<file path="src/rtl/mem_arbiter_ctrl.sv">
// Byte-serial controller for the RAM port shared by instruction fetch and the MEM stage.
// MEM has fixed priority. Multi-byte accesses are split little-endian and reassembled into words.
module mem_arbiter_ctrl #(
    parameter int ADDR_W = 17
) (
    input  logic              clk,
    input  logic              rst,
    input  logic              if_req,
    input  logic [31:0]       if_addr,
    output logic              if_done,
    output logic [31:0]       if_rdata,
    input  logic              mem_req,
    input  logic              mem_we,
    input  logic [1:0]        mem_size,
    input  logic [31:0]       mem_addr,
    input  logic [31:0]       mem_wdata,
    output logic              mem_done,
    output logic [31:0]       mem_rdata,
    output logic              busy,
    output logic [ADDR_W-1:0] ram_addr,
    output logic [7:0]        ram_dout,
    output logic              ram_wr,
    input  logic [7:0]        ram_din
);
    typedef enum logic [1:0] {S_IDLE, S_XFER, S_DONE} state_t;

    state_t              r_state;
    logic [ADDR_W-1:0]   r_addr;
    logic                r_we;
    logic [31:0]         r_wdata;
    logic                r_owner_mem;
    logic [2:0]          r_n;
    logic [2:0]          r_cnt;
    logic [31:0]         r_asm;
    logic                r_if_done;
    logic                r_mem_done;
    logic [31:0]         r_if_rdata;
    logic [31:0]         r_mem_rdata;
    logic [ADDR_W-1:0]   r_ram_addr;
    logic [7:0]          r_ram_dout;
    logic                r_ram_wr;

    logic [2:0]          w_mem_n;
    logic [1:0]          w_byte_out;
    logic [1:0]          w_byte_in;
    logic [31:0]         w_asm_next;
    logic                w_unused;

    // Address bits above the RAM width are intentionally dropped.
    assign w_unused   = ^{if_addr[31:ADDR_W], mem_addr[31:ADDR_W]};
    assign w_byte_out = r_cnt[1:0];
    // The byte on ram_din belongs to the address driven two edges before the capture edge.
    assign w_byte_in  = 2'(r_cnt - 3'd2);

    // NOTE: every variable assigned in always_comb gets a default first, so no latch is inferred.
    always_comb begin
        w_mem_n = 3'd4;
        case (mem_size)
            2'b00:   w_mem_n = 3'd1;
            2'b01:   w_mem_n = 3'd2;
            default: w_mem_n = 3'd4;
        endcase
    end

    always_comb begin
        w_asm_next = r_asm;
        w_asm_next[{w_byte_in, 3'b000} +: 8] = ram_din;
    end

    // NOTE: sequential state uses non-blocking assignments so every register samples pre-edge values.
    always_ff @(posedge clk or negedge rst) begin
        if (!rst) begin
            r_state     <= S_IDLE;
            r_addr      <= '0;
            r_we        <= 1'b0;
            r_wdata     <= '0;
            r_owner_mem <= 1'b0;
            r_n         <= '0;
            r_cnt       <= '0;
            r_asm       <= '0;
            r_if_done   <= 1'b0;
            r_mem_done  <= 1'b0;
            r_if_rdata  <= '0;
            r_mem_rdata <= '0;
            r_ram_addr  <= '0;
            r_ram_dout  <= '0;
            r_ram_wr    <= 1'b0;
        end else begin
            case (r_state)
                S_IDLE: begin
                    if (mem_req) begin
                        r_addr      <= mem_addr[ADDR_W-1:0];
                        r_we        <= mem_we;
                        r_wdata     <= mem_wdata;
                        r_owner_mem <= 1'b1;
                        r_n         <= w_mem_n;
                        r_cnt       <= 3'd1;
                        r_asm       <= '0;
                        r_ram_addr  <= mem_addr[ADDR_W-1:0];
                        r_ram_wr    <= mem_we;
                        r_ram_dout  <= mem_wdata[7:0];
                        r_state     <= S_XFER;
                    end else if (if_req) begin
                        r_addr      <= if_addr[ADDR_W-1:0];
                        r_we        <= 1'b0;
                        r_wdata     <= '0;
                        r_owner_mem <= 1'b0;
                        r_n         <= 3'd4;
                        r_cnt       <= 3'd1;
                        r_asm       <= '0;
                        r_ram_addr  <= if_addr[ADDR_W-1:0];
                        r_ram_wr    <= 1'b0;
                        r_ram_dout  <= '0;
                        r_state     <= S_XFER;
                    end
                end
                S_XFER: begin
                    if (r_cnt < r_n) begin
                        r_ram_addr <= r_addr + ADDR_W'(r_cnt);
                        r_ram_dout <= r_wdata[{w_byte_out, 3'b000} +: 8];
                        r_ram_wr   <= r_we;
                    end else begin
                        r_ram_addr <= '0;
                        r_ram_dout <= '0;
                        r_ram_wr   <= 1'b0;
                    end
                    if (r_cnt >= 3'd2) begin
                        r_asm <= w_asm_next;
                    end
                    if (r_cnt == r_n + 3'd1) begin
                        if (r_owner_mem) begin
                            r_mem_done <= 1'b1;
                            if (!r_we) begin
                                r_mem_rdata <= w_asm_next;
                            end
                        end else begin
                            r_if_done  <= 1'b1;
                            r_if_rdata <= w_asm_next;
                        end
                        r_state <= S_DONE;
                    end
                    r_cnt <= r_cnt + 3'd1;
                end
                S_DONE: begin
                    r_if_done  <= 1'b0;
                    r_mem_done <= 1'b0;
                    r_state    <= S_IDLE;
                end
                default: r_state <= S_IDLE;
            endcase
        end
    end

    assign if_done   = r_if_done;
    assign if_rdata  = r_if_rdata;
    assign mem_done  = r_mem_done;
    assign mem_rdata = r_mem_rdata;
    assign busy      = (r_state != S_IDLE);
    assign ram_addr  = r_ram_addr;
    assign ram_dout  = r_ram_dout;
    assign ram_wr    = r_ram_wr;
endmodule

</file>
<file path="config.mk">
export PLATFORM = sky130hd
export DESIGN_NAME = mem_arbiter_ctrl
export DESIGN_NICKNAME = d
export VERILOG_FILES = /design/src/rtl/mem_arbiter_ctrl.sv
export SDC_FILE = /design/constraint.sdc
export NUM_CORES = 1
export LEC_CHECK = 0
export BUFFER_PORTS_ARGS = -buffer_cell sky130_fd_sc_hd__buf_2
export CAP_MARGIN = 15
export CORE_MARGIN = 1.5
export CORE_UTILIZATION = 35
export DETAILED_ROUTE_END_ITERATION = 12
export HOLD_SLACK_MARGIN = 0.08
export MAX_ROUTING_LAYER = met4
export RECOVER_POWER = 100
export SKIP_LAST_GASP = 1
export SYNTH_ARGS = -nofsm -noshare
export SYNTH_HDL_FRONTEND = slang
export SYNTH_SLANG_ARGS = --single-unit
</file>
<file path="constraint.sdc">
create_clock -name clk -period 2.2 [get_ports clk]
set_input_delay 0.66 -clock clk [delete_from_list [all_inputs] [get_ports clk]]
set_output_delay 0.66 -clock clk [all_outputs]
set_load 0.05 [all_outputs]
</file>
==> impl_metrics.json <==
{
  "whs_ps": 425.3,
  "clk_pin_slew_worst_paths_ps": 70,
  "grt_start_max_net_pins": 64,
  "p_sw_mw": 8.221,
  "ys_warn_count": 0,
  "diodes": 0,
  "finClkSkew_ps": 10.80,
  "drive_gt1_share_pct": 22.66,
  "die_h_um": 155.1,
  "start_kind": "flop",
  "utilization_pct": 44.89,
  "fin_crit_ps": 2105,
  "layout_common_cells": "dfrtp_1 (180), clkbuf_1 (94), a21oi_1 (93), nor2_1 (90), buf_2 (79)",
  "drt-vias-per-instance": 5.021,
  "p_per_area_nw_per_um2": 1717,
  "cp.arrival_ps": 2410,
  "p_leak_nw": 4.702,
  "antenna_found_initial": 0,
  "grt_first_pass_wirelength_um": 33430,
  "dr.pass1.iters": 5,
  "rr_endpoint": "mem_rdata[23]",
  "setup_tns_ps": 0,
  "drc": 0,
  "grt_usage_pct": 18.28,
  "root_buffer": "clkbuf_16",
  "start_util_pct": 35.74,
  "syn_avg_cell_area_um2": 11.19,
  "cpMaxStageDelayCell": "or3_4",
  "slew_violations": 0,
  "core-area_um2": 22640,
  "cp_slowest_stage_delay_ps": 440,
  "hold_viol_final": 0,
  "worstMarginPinSlew_ps": 856.9,
  "rsz0062_at_grt": "true",
  "nets": 1043,
  "cp.depth": 6,
  "sw_frac_of_total_pct": 47.11,
  "synth_cells": 723,
  "ir_worst_vdd_uv": 646.9,
  "portBuffers": 173,
  "cts_tree": "done",
  "min_to": "r_n[0]",
  "cts.path.max_buffers": 2,
  "path_cells": "xor3_1 > or3_4 > nor4b_4 > buf_12 > buf_6 > a21oi_1",
  "worstPathRequired_ps": 2510,
  "max_freq_mhz": 475.1,
  "layout_commonest_cell": "dfrtp_1",
  "hold_depth": 2,
  "stdcell_count": 1216,
  "status": "finished, final reports clean",
  "netlist.area_leader.share_pct": 56.60,
  "p_seq_share_pct": 32.7,
  "min_period_over_period_pct": 95.68,
  "cpLargestDelayFamily": "simple AND/OR/NAND/NOR gates",
  "synth.largest_area_cell": "dfrtp_1",
  "endpoint_kind": "flop",
  "antenna_left": 0,
  "crit_buf_inv": 2,
  "die_w_um": 155.1,
  "crit_type": "reg -> reg",
  "drt-initial-drc-count": 389,
  "synth.distinct_cells": 37,
  "synth.area.top_cells": "dfrtp_1 (57%), a22o_1 (7.3%), a21oi_1 (5.4%), nor2_1 (4.2%), a21oi_2 (3.0%)",
  "vias": 6106,
  "synth.net_count": 848,
  "ys_seq_elements": 183,
  "grt_pass1_vias": 6102,
  "rows": 55,
  "min_path_type": "in -> reg",
  "numCtsBuffers": 17,
  "cap_violations": 0,
  "internal_power_mw": 9.229,
  "p_total_mw": 17.45,
  "setup_viol_count_final": 0,
  "die_area_um2": 24040,
  "clkPwrFrac_pct": 17.8,
  "io_pins": 204,
  "slew-limit-headroom_pct": 42.88,
  "rrSetupSlack_ps": 100,
  "place.gp.congestion": 0.7800,
  "rr_startpoint": "r_cnt[2]",
  "area.growth.synth_to_final_pct": 25.59,
  "dp_cells": 1171,
  "h-tree-depth": 4,
  "wire_per_inst_um": 16.91,
  "worstPathMaxFanout": 11,
  "min_from": "mem_size[1]",
  "syn_area_um2": 8092,
  "grt_overflow_total": 0,
  "reg2reg_depth": 6,
  "synth-seq-area-share_pct": 56.60,
  "routed_wl_um": 20570,
  "comb_power_share_pct": 49.5,
  "clock_sinks": 183,
  "clock_latency_ps": 430,
  "hpwl_um": 13910
}
synth_stat cells:
cell type  number
o31ai_1         2
ha_1           13
a21boi_0        1
and3_1          5
a31oi_1         4
a22o_1         67
xor3_1          1
nand2b_1        3
mux2i_1        17
buf_4           5
a222oi_1        9
xor2_1         14
nand2_1        18
nand4_1         3
clkbuf_1       23
a21oi_2        28
mux4_2          8
nor2b_1        34
nor4b_2         1
nor2_1         91
nor3_2          1
nor3_1          3
buf_2           7
a21o_1         18
buf_6           4
o21ai_0        22
xnor2_1         3
buf_1          13
and2_1          7
a21oi_1        88
dfrtp_1       183
a211oi_1        1
inv_1          18
nand3_1         4
fa_1            1
and4_1          2
or3_4           1
cell families (layout without fill, tap and decap cells):
family / after synthesis / after routing / synth area share [%]
AOI/OAI and AO/OA: 240 / 240 / 20.55
DFF: 183 / 183 / 56.59
and+or+nand+nor: 173 / 173 / 10.17
buffers and inverters: 70 / 278 / 3.958
muxes: 25 / 25 / 4.330
xor gates and xnor gates: 18 / 18 / 2.134
adders and majority gates: 14 / 14 / 2.258
power groups by stage:
stage | registers, mW | logic [mW] | clock network, mW
after floorplan | 8.37 | 3.63 | 0
after global placement | 5.70 | 8.69 | 0
after detailed placement | 5.74 | 8.79 | 0
after CTS | 5.69 | 9.03 | 3.20
after global routing | 5.91 | 9.41 | 3.35
final | 5.71 | 8.63 | 3.11
how the worst max path moves through the flow:
stage	startpoint	to	slack, ps
4_1_cts	r_cnt[1]	ram_addr[7]	30
6_report	r_cnt[2]	mem_rdata[23]	100
3_5_place_dp	r_n[0]	mem_rdata[8]	-90
3_3_place_gp	r_n[0]	mem_rdata[21]	-50
5_1_grt	r_n[1]	ram_addr[1]	-4
2_1_floorplan	r_cnt[1]	r_asm[10]	50
per-stage QoR:
| step | area [um^2] | worst slack (ps) |
|---|---|---|
| 3_3_place_gp | 9565 | -46.05 |
| 4_1_cts | 10340 | 25.52 |
| 5_1_grt | 10160 | -3.916 |
| 6_report | 10160 | 95.04 |
| 3_5_place_dp | 9565 | -90.81 |
| 2_1_floorplan | 8100 | 53.87 |
worst reg2reg max path: cells and delay by family (launching register included):
kind            cells  cell delay (ps)
flops               1              430
compound gates      1               90
buf+inv             2              400
xor+xnor            1              350
simple gates        2              730
cell type report:
cell class / count / area (um^2)
clock buffers: 20 / 466.7
clock inverters: 12 / 132.6
fillers: 2175 / 12480
inverters: 18 / 67.56
multi-input cells: 470 / 3234
flip-flops and latches: 183 / 4583
well taps: 285 / 356.6
repair buffers: 228 / 1321
state kept, by name (all words and copies together), names as in the netlist:
name         cells
r_addr          17
ram_dout         8
ram_addr        17
mem_rdata       32
mem_done         1
if_done          1
r_wdata         32
r_asm           32
r_owner_mem      1
if_rdata        32
r_cnt            3
r_we             1
r_state          2
ram_wr           1
r_n              3
per-layer routing:
layer / GRT usage, % / vias up / wire length [um]
li1: - / 2954 / -
met4: 4.167 / 0 / 194
met5: - / - / 0
met3: 3.955 / 14 / 1173
met1: 25.28 / 2951 / 9809
met2: 27.57 / 187 / 9389
timing repair:
action,4_1_cts,5_1_grt
buffers inserted,7,1
hold endpoints to repair,5,0
gates cloned,3,2
pin swaps,4,0
hold buffers,1,0
endpoints found under the setup margin,72,55
resized for setup,7,14
No activity file was read; power rests on OpenSTA's default activity.
